[src/rtl/risc_ctrl_seq.sv]
// -----------------------------------------------------------------------------
// risc_ctrl_seq
//   Multi-cycle control sequencer for the SimpleRISC accumulator CPU.
//   Sits between the IR/flag registers and the datapath and produces the
//   PC/IR/ACC load strobes, the ALU function code and the memory strobes.
//   Memory accesses wait on mem_ready. An access that stays stalled too long
//   raises a sticky bus error and parks the sequencer in HALT. Datapath widths
//   live entirely in the datapath, so this block is width-agnostic.
//
// Parameters
//   TIMEOUT   maximum mem_ready-low cycles per access before a bus error;
//             0 disables the timeout entirely
//
// Ports
//   clk        in   1  system clock, rising edge
//   rst_n      in   1  asynchronous active-low reset
//   opcode     in   4  IR top nibble, valid from DECODE onwards
//   zero       in   1  ACC == 0 flag
//   carry      in   1  registered ALU carry flag
//   mem_ready  in   1  memory completes the current read/write this cycle
//   run        in   1  restart pulse, only honoured in HALT
//   mem_read   out  1  memory read strobe
//   mem_write  out  1  memory write strobe (write data is ACC)
//   addr_sel   out  1  0: PC drives address, 1: IR operand drives address
//   ir_load    out  1  IR <= memory data
//   pc_inc     out  1  PC <= PC + 1
//   pc_load    out  1  PC <= IR operand
//   acc_load   out  1  ACC <= ALU result
//   alu_fn     out  4  ALU function code
//   halted     out  1  high while in HALT
//   bus_err    out  1  sticky access-timeout flag, cleared by run in HALT
// -----------------------------------------------------------------------------
module risc_ctrl_seq #(
  parameter int TIMEOUT = 15
) (
  input  logic       clk,
  input  logic       rst_n,
  input  logic [3:0] opcode,
  input  logic       zero,
  input  logic       carry,
  input  logic       mem_ready,
  input  logic       run,
  output logic       mem_read,
  output logic       mem_write,
  output logic       addr_sel,
  output logic       ir_load,
  output logic       pc_inc,
  output logic       pc_load,
  output logic       acc_load,
  output logic [3:0] alu_fn,
  output logic       halted,
  output logic       bus_err
);

  // Wait counter width: just wide enough to hold TIMEOUT, never below one bit.
  localparam int CW = (TIMEOUT > 0) ? $clog2(TIMEOUT + 1) : 1;
  localparam bit TIMEOUT_EN = (TIMEOUT > 0);
  localparam logic [CW-1:0] TIMEOUT_CNT = CW'(TIMEOUT);

  // Opcodes
  localparam logic [3:0] OP_NOP   = 4'd0;
  localparam logic [3:0] OP_JMP   = 4'd1;
  localparam logic [3:0] OP_JMPZ  = 4'd2;
  localparam logic [3:0] OP_JMPNZ = 4'd3;
  localparam logic [3:0] OP_LDA   = 4'd4;
  localparam logic [3:0] OP_ADD   = 4'd5;
  localparam logic [3:0] OP_SUB   = 4'd6;
  localparam logic [3:0] OP_AND   = 4'd7;
  localparam logic [3:0] OP_OR    = 4'd8;
  localparam logic [3:0] OP_NOT   = 4'd9;
  localparam logic [3:0] OP_LSL   = 4'd10;
  localparam logic [3:0] OP_LSR   = 4'd11;
  localparam logic [3:0] OP_LDI   = 4'd12;
  localparam logic [3:0] OP_JMPC  = 4'd13;
  localparam logic [3:0] OP_HALT  = 4'd14;
  localparam logic [3:0] OP_STA   = 4'd15;

  // ALU function codes; the register/immediate codes coincide with the
  // opcode values, so only the pass-through codes need names here.
  localparam logic [3:0] FN_ACC   = 4'd0;
  localparam logic [3:0] FN_MEM   = 4'd4;

  typedef enum logic [2:0] {
    ST_RST    = 3'd0,
    ST_FETCH  = 3'd1,
    ST_DECODE = 3'd2,
    ST_MEMRD  = 3'd3,
    ST_MEMWR  = 3'd4,
    ST_HALT   = 3'd5
  } state_t;

  state_t        state_reg, state_next;
  logic [CW-1:0] wait_cnt_reg, wait_cnt_next;
  logic          bus_err_reg, bus_err_next;
  logic          timeout_hit;

  // A stalled access gives up only when it is still stalled in the cycle the
  // counter has reached TIMEOUT; a late mem_ready in that cycle still wins.
  assign timeout_hit = TIMEOUT_EN && !mem_ready && (wait_cnt_reg == TIMEOUT_CNT);

  assign bus_err = bus_err_reg;

  always_comb begin
    state_next    = state_reg;
    wait_cnt_next = wait_cnt_reg;
    bus_err_next  = bus_err_reg;
    mem_read      = 1'b0;
    mem_write     = 1'b0;
    addr_sel      = 1'b0;
    ir_load       = 1'b0;
    pc_inc        = 1'b0;
    pc_load       = 1'b0;
    acc_load      = 1'b0;
    alu_fn        = FN_ACC;
    halted        = 1'b0;

    unique case (state_reg)
      ST_RST: begin
        state_next = ST_FETCH;
      end

      ST_FETCH: begin
        mem_read = 1'b1;
        if (mem_ready) begin
          ir_load    = 1'b1;
          pc_inc     = 1'b1;
          state_next = ST_DECODE;
        end else if (timeout_hit) begin
          bus_err_next = 1'b1;
          state_next   = ST_HALT;
        end else begin
          wait_cnt_next = wait_cnt_reg + 1'b1;
        end
      end

      ST_DECODE: begin
        state_next = ST_FETCH;
        unique case (opcode)
          OP_NOP:   ;
          OP_JMP:   pc_load = 1'b1;
          OP_JMPZ:  pc_load = zero;
          OP_JMPNZ: pc_load = ~zero;
          OP_JMPC:  pc_load = carry;
          OP_NOT, OP_LSL, OP_LSR, OP_LDI: begin
            acc_load = 1'b1;
            alu_fn   = opcode;
          end
          OP_LDA, OP_ADD, OP_SUB, OP_AND, OP_OR: state_next = ST_MEMRD;
          OP_STA:   state_next = ST_MEMWR;
          OP_HALT:  state_next = ST_HALT;
          default:  ;
        endcase
      end

      ST_MEMRD: begin
        addr_sel = 1'b1;
        mem_read = 1'b1;
        // LDA passes memory data straight through; the others combine it with ACC.
        alu_fn   = (opcode == OP_LDA) ? FN_MEM : opcode;
        if (mem_ready) begin
          acc_load   = 1'b1;
          state_next = ST_FETCH;
        end else if (timeout_hit) begin
          bus_err_next = 1'b1;
          state_next   = ST_HALT;
        end else begin
          wait_cnt_next = wait_cnt_reg + 1'b1;
        end
      end

      ST_MEMWR: begin
        addr_sel  = 1'b1;
        mem_write = 1'b1;
        if (mem_ready) begin
          state_next = ST_FETCH;
        end else if (timeout_hit) begin
          bus_err_next = 1'b1;
          state_next   = ST_HALT;
        end else begin
          wait_cnt_next = wait_cnt_reg + 1'b1;
        end
      end

      ST_HALT: begin
        halted = 1'b1;
        if (run) begin
          bus_err_next = 1'b0;
          state_next   = ST_FETCH;
        end
      end

      default: state_next = ST_RST;
    endcase

    // Every access state starts counting from zero, whatever state it came from.
    if (state_next != state_reg) begin
      wait_cnt_next = '0;
    end
  end

  always_ff @(posedge clk or negedge rst_n) begin
    if (!rst_n) begin
      state_reg    <= ST_RST;
      wait_cnt_reg <= '0;
      bus_err_reg  <= 1'b0;
    end else begin
      state_reg    <= state_next;
      wait_cnt_reg <= wait_cnt_next;
      bus_err_reg  <= bus_err_next;
    end
  end

endmodule

[config.mk]
export PLATFORM = sky130hd
export DESIGN_NAME = risc_ctrl_seq
export DESIGN_NICKNAME = d
export VERILOG_FILES = /design/src/rtl/risc_ctrl_seq.sv
export SDC_FILE = /design/constraint.sdc
export NUM_CORES = 1
export LEC_CHECK = 0
export BUFFER_PORTS_ARGS = -buffer_cell sky130_fd_sc_hd__buf_2
export CORE_AREA = 2 2 41 47
export DETAILED_ROUTE_END_ITERATION = 8
export DIE_AREA = 0 0 43 49
export MAX_ROUTING_LAYER = met4
export PLACE_DENSITY_LB_ADDON = 0.25
export SLEW_MARGIN = 20
export SYNTH_ARGS = -nofsm -noshare
export SYNTH_HDL_FRONTEND = slang
export SYNTH_SLANG_ARGS = --single-unit
[constraint.sdc]
create_clock -name clk -period 1.8 [get_ports clk]
set_input_delay 0.27 -clock clk [delete_from_list [all_inputs] [get_ports clk]]
set_output_delay 0.27 -clock clk [all_outputs]
set_load 0.01 [all_outputs]
# Word-level counts from Yosys, hierarchy flattened
# Index checks and enable logic that the tools add are counted.
[word_totals]
output_inout_bits = 13
ff_bits = 8
[op_classes]
n_reduce_logical = 12
muxes = 27
add_sub_neg = 1
eq_ne = 27
bitwise_logic = 1
[op_table]
columns = ["cell", "n"]
rows = [
  ["$eq 4x4->1 const B", 9],
  ["$mux 4", 6],
  ["$eq 4x3->1 const B", 4],
  ["$pmux 3 s5", 1],
  ["$mux 3", 4],
  ["$mux 1", 11],
  ["$pmux 3 s3", 1],
  ["$eq 4x2->1 const B", 2],
  ["$pmux 4 s2", 1],
  ["$eq 3x2->1 const B", 2],
  ["$eq 3x3->1 const B", 2],
  ["$ne 2x1->1 const B", 3],
  ["$reduce_or 5->1", 1],
  ["$add 4x1->4 const B", 1],
  ["$eq 4x1->1 const B", 1],
  ["$ne 2x2->1 const B", 2],
  ["$pmux 1 s2", 2],
  ["$pmux 1 s4", 1],
  ["$reduce_and 4->1", 1],
  ["$reduce_bool 2->1", 2],
  ["$reduce_or 2->1", 2],
  ["$reduce_or 4->1", 1],
  ["$eq 3x1->1 const B", 1],
  ["$logic_not 3->1", 1],
  ["other kinds (6)", 6],
]

# Depth between registers and ports, before layout
[depth]
depth_word = 8
ltp_mapped = 5
mapped_depth_nobuf = 5

# Worst setup path before layout
# No wires, ideal clock.
[synth_path]
kind = "input to output"
start = "in opcode[2]"
end = "out pc_load"
n_path_buf = 1
stages = 5
t_arrival_ps = 1558
path_slack_ps = -28
cell_sequence = "buf_2 or2_2 a21oi_1 o21ai_0 a2111oi_0"
[synth_between]
elab_chain_cells = 3
[synth_lines]
columns = ["element", "line", "text"]
rows = [
  ["start, declared", "38", "input logic [3:0] opcode,"],
  ["$eq 4x4->1, or another cell as far along", "138", "unique case (opcode)"],
  ["$pmux 1 s4 (*)", "138", ""],
  ["$mux 1 (*)", "117", "unique case (state_reg)"],
  ["end, declared", "48", "output logic pc_load,"],
]
# Mark *: on every way between the ends. The rest lies on a longest branch, timed or not.

# Final worst setup path
[layout_path]
start = "reg state_reg[0]"
end = "out acc_load"
[layout_between]
elab_chain_cells = 2
[layout_lines]
columns = ["element", "line", "text"]
rows = [
  ["start, declared", "92", "state_t state_reg, state_next;"],
  ["start signal, assigned", "207", "state_reg <= state_next;"],
  ["$eq 3x2->1", "117", ""],
  ["$pmux 1 s2 (*)", "117", ""],
  ["end, declared", "49", "output logic acc_load,"],
]
# Marks and branches as above.

==> impl_metrics.env <==
export IMPL_run_status="completed"
export IMPL_timing_max_slew_rel_slack_pct=76.19
export IMPL_ys_warnings_count=0
export IMPL_dpl_instance_area_um2=892.1
export IMPL_layout_common_cells="22 x buf_2, 9 x nor2_1, 8 x nand2_1, 8 x a21oi_1"
export IMPL_drv_max_cap_violation_count=0
export IMPL_hold_end="bus_err"
export IMPL_initial_antenna_violation_count=0
export IMPL_wl_um=1918
export IMPL_layout_area_overhead_vs_synth_pct=23.90
export IMPL_drc_errors=0
export IMPL_max_clock_path_buffers=2
export IMPL_postSynthCellCount=100
export IMPL_final_net_count=138
export IMPL_tritoncts_num_buffers=3
export IMPL_rrSetupSlack_ps=130
export IMPL_die_x_um=43
export IMPL_share_clk_of_total_power_pct=12.4
export IMPL_wire_length_of_the_first_global_routing_pass_um=2973
export IMPL_vias_per_cell=5.846
export IMPL_dpl_hpwl_um=1408
export IMPL_clkSlewWorstSetupHoldPaths_ps=50
export IMPL_hold_viol_final=0
export IMPL_initial_core_util_pct=45.76
export IMPL_critical_path_peak_fanout=14
export IMPL_critical_path_class="register to output pin"
export IMPL_syn_avg_cell_area_um2=7.695
export IMPL_share_comb_of_total_power_pct=62.3
export IMPL_setup_worst_path_end_class="output pin"
export IMPL_final_cell_area_um2=953.4
export IMPL_total_switching_power_uw=497.0
export IMPL_core_region_area_um2=1682
export IMPL_rows=16
export IMPL_synth_ff_latch_count=8
export IMPL_floorplan_die_area_um2=2107
export IMPL_clock_latency_ps=250
export IMPL_post_drt_wl_per_cell_um=13.41
export IMPL_max_freq_mhz=595.2
export IMPL_worst_ir_drop_vdd_v=0.0005954
export IMPL_worst_ep_required_time_ps=1530
export IMPL_timing_clock_skew_ps=1.283
export IMPL_reg2reg_to="wait_cnt_reg[3]"
export IMPL_cts_tree="done"
export IMPL_insertedDiodeCount=0
export IMPL_die_h_um=49
export IMPL_netSwitchingFraction_pct=46.53
export IMPL_power_sequential_fraction_pct=25.3
export IMPL_holdPathStages=4
export IMPL_largest_register_ff_count=4
export IMPL_maximum_number_of_pins_on_one_net_before_global_route_repair=15
export IMPL_port_buffer_count=22
export IMPL_power_leakage_uw=0.0004642
export IMPL_power_report_internal_total_uw=571.1
export IMPL_setup_violations=0
export IMPL_drtPass1Iterations=4
export IMPL_htree_num_levels=1
export IMPL_ant_nets=0
export IMPL_fraction_of_final_layout_cells_sized_beyond_drive_strength_1_pct=35.20
export IMPL_worstHoldPathType="primary input to register"
export IMPL_final_min_period_over_clock_period_pct=93.35
export IMPL_grt_util_all_layers_pct=18.75
export IMPL_timing_final_max_slew_violations=0
export IMPL_num_vias=836
export IMPL_totalPowerFinal_uw=1068
export IMPL_syn_area_um2=769.5
export IMPL_grt_pass1_vias=686
export IMPL_io_pins=23
export IMPL_rr_worst_depth=5
export IMPL_worstReg2RegStart="wait_cnt_reg[0]"
export IMPL_gp_routability_congestion=0.8532
export IMPL_worst_hold_startpoint="run"
export IMPL_grt_remaining_overflow=0
export IMPL_layout_commonest_cell="buf_2"
export IMPL_finalWorstPathRequiredPeriod_ps=1680
export IMPL_cts_sinks=8
export IMPL_seq_area_frac_synth_pct=26.02
export IMPL_clock_tree_root_cell="clkbuf_4"
export IMPL_grt_setup_unrepaired="true"
export IMPL_max_slew_worst_pin_slew_ps=353.4
export IMPL_ys_types=41
export IMPL_worst_setup_path_start_kind="register"
export IMPL_syn_num_nets=111
export IMPL_power_density_cell_area_nw_per_um2=1120
export IMPL_drt_iter0_drc=27
export IMPL_cp_arrival_ps=1410
worst max-delay path: stages (launching register included):
cell and delay [ps]:
dfrtp_1 380, buf_4 190, inv_1 200, nand4_1 110, a21oi_1 150, buf_2 140
per-layer routing:
| layer | GRT usage, % | share of wire, % |
|---|---|---|
| met5 | - | 0 |
| met4 | 3.030 | 0 |
| met3 | 5.556 | 4.3 |
| met2 | 30.05 | 50 |
| met1 | 23.84 | 45 |
through the flow:
stage / setup TNS, ps / hold WS (ps) / cells / setup WS (ps) / util (%)
finish: 0 / 362.1 / 143 / 119.8 / 56.70
global route: -1.204 / 392.1 / 143 / -1.204 / 56.70
CTS: 0 / 364.1 / 141 / 6.414 / 55.21
detailed placement: 0 / 118.4 / 137 / 123.1 / 53.05
global placement: 0 / 112.6 / 137 / 143.2 / 53.05
floorplan: 0 / -25.59 / 100 / 90.94 / -
area by class of cell:
| class | instances | area, um^2 |
|---|---|---|
| fill | 173 | 728.2 |
| multi-input combinational | 81 | 521.8 |
| sequential | 8 | 202.7 |
| timing repair buffer | 30 | 172.7 |
| clock buffer | 3 | 22.52 |
| tap | 18 | 22.52 |
| inverter | 3 | 11.26 |
repair_timing:
action,in CTS,in global routing
buffers inserted,0,2
endpoints found under the setup margin,3,6
hold endpoints to repair,8,0
resized for setup,2,4
hold buffers,1,0
Yosys cell counts:
master,n,area share [%]
mux2i_1,2,2.6
a21boi_0,1,0.98
nand2b_1,3,2.4
buf_6,1,1.5
a221oi_1,1,1.1
nor2b_1,3,2.4
nand4b_1,1,1.1
o22ai_1,1,0.81
xor2_1,2,2.3
nor3b_2,1,1.6
buf_4,2,2.0
o211ai_1,1,0.98
a311oi_1,1,1.1
and2_1,4,3.3
nand4_1,2,1.6
o21ai_0,7,4.6
inv_1,3,1.5
and3_1,2,1.6
a22oi_1,1,0.98
or2_2,1,0.81
buf_2,3,2.0
o31a_1,1,1.1
a2111oi_0,1,1.1
clkbuf_1,2,0.98
nor2_1,9,4.4
ha_1,1,1.6
or4b_4,1,1.8
nor4_1,4,3.3
a21oi_2,1,1.1
mux2_2,1,1.5
nand3_1,2,1.3
nor3b_1,1,0.98
a31oi_1,3,2.4
dfrtp_1,8,26
a31o_2,1,1.1
a21o_1,1,0.98
nand2_1,8,3.9
o2111ai_1,1,1.1
a21oi_1,9,5.9
nand3_2,1,1.3
or3_1,1,0.81
how the worst max path moves through the flow:
stage | startpoint | slack (ps) | to
after floorplan | opcode[2] | 90 | pc_load
after global placement | opcode[3] | 140 | pc_load
after detailed placement | wait_cnt_reg[0] | 120 | wait_cnt_reg[3]
after CTS | state_reg[2] | 6 | pc_load
after global routing | state_reg[0] | -1 | acc_load
final | state_reg[0] | 120 | acc_load
logic make-up (layout without fill, tap and decap cells):
| kind of cell | Yosys count | in the layout | synth area share (%) |
|---|---|---|---|
| buffers and inverters | 11 | 36 | 7.804 |
| flip-flops | 8 | 8 | 26.02 |
| adder cells (fa/ha/maj) | 1 | 1 | 1.626 |
| AO/OA/AOI/OAI | 31 | 31 | 25.53 |
| multiplexers | 3 | 3 | 4.065 |
| AND/OR/NAND/NOR | 44 | 44 | 32.68 |
| XOR/XNOR | 2 | 2 | 2.277 |
power by group through the flow:
stage / Clock, uW / Combinational, uW / Sequential (uW)
after floorplan: 0 / 458 / 253
after global placement: 0 / 598 / 274
after detailed placement: 0 / 606 / 275
after CTS: 137 / 616 / 274
after global routing: 150 / 731 / 276
final: 132 / 666 / 270
Note: power is estimated with default switching activity, not from simulation.
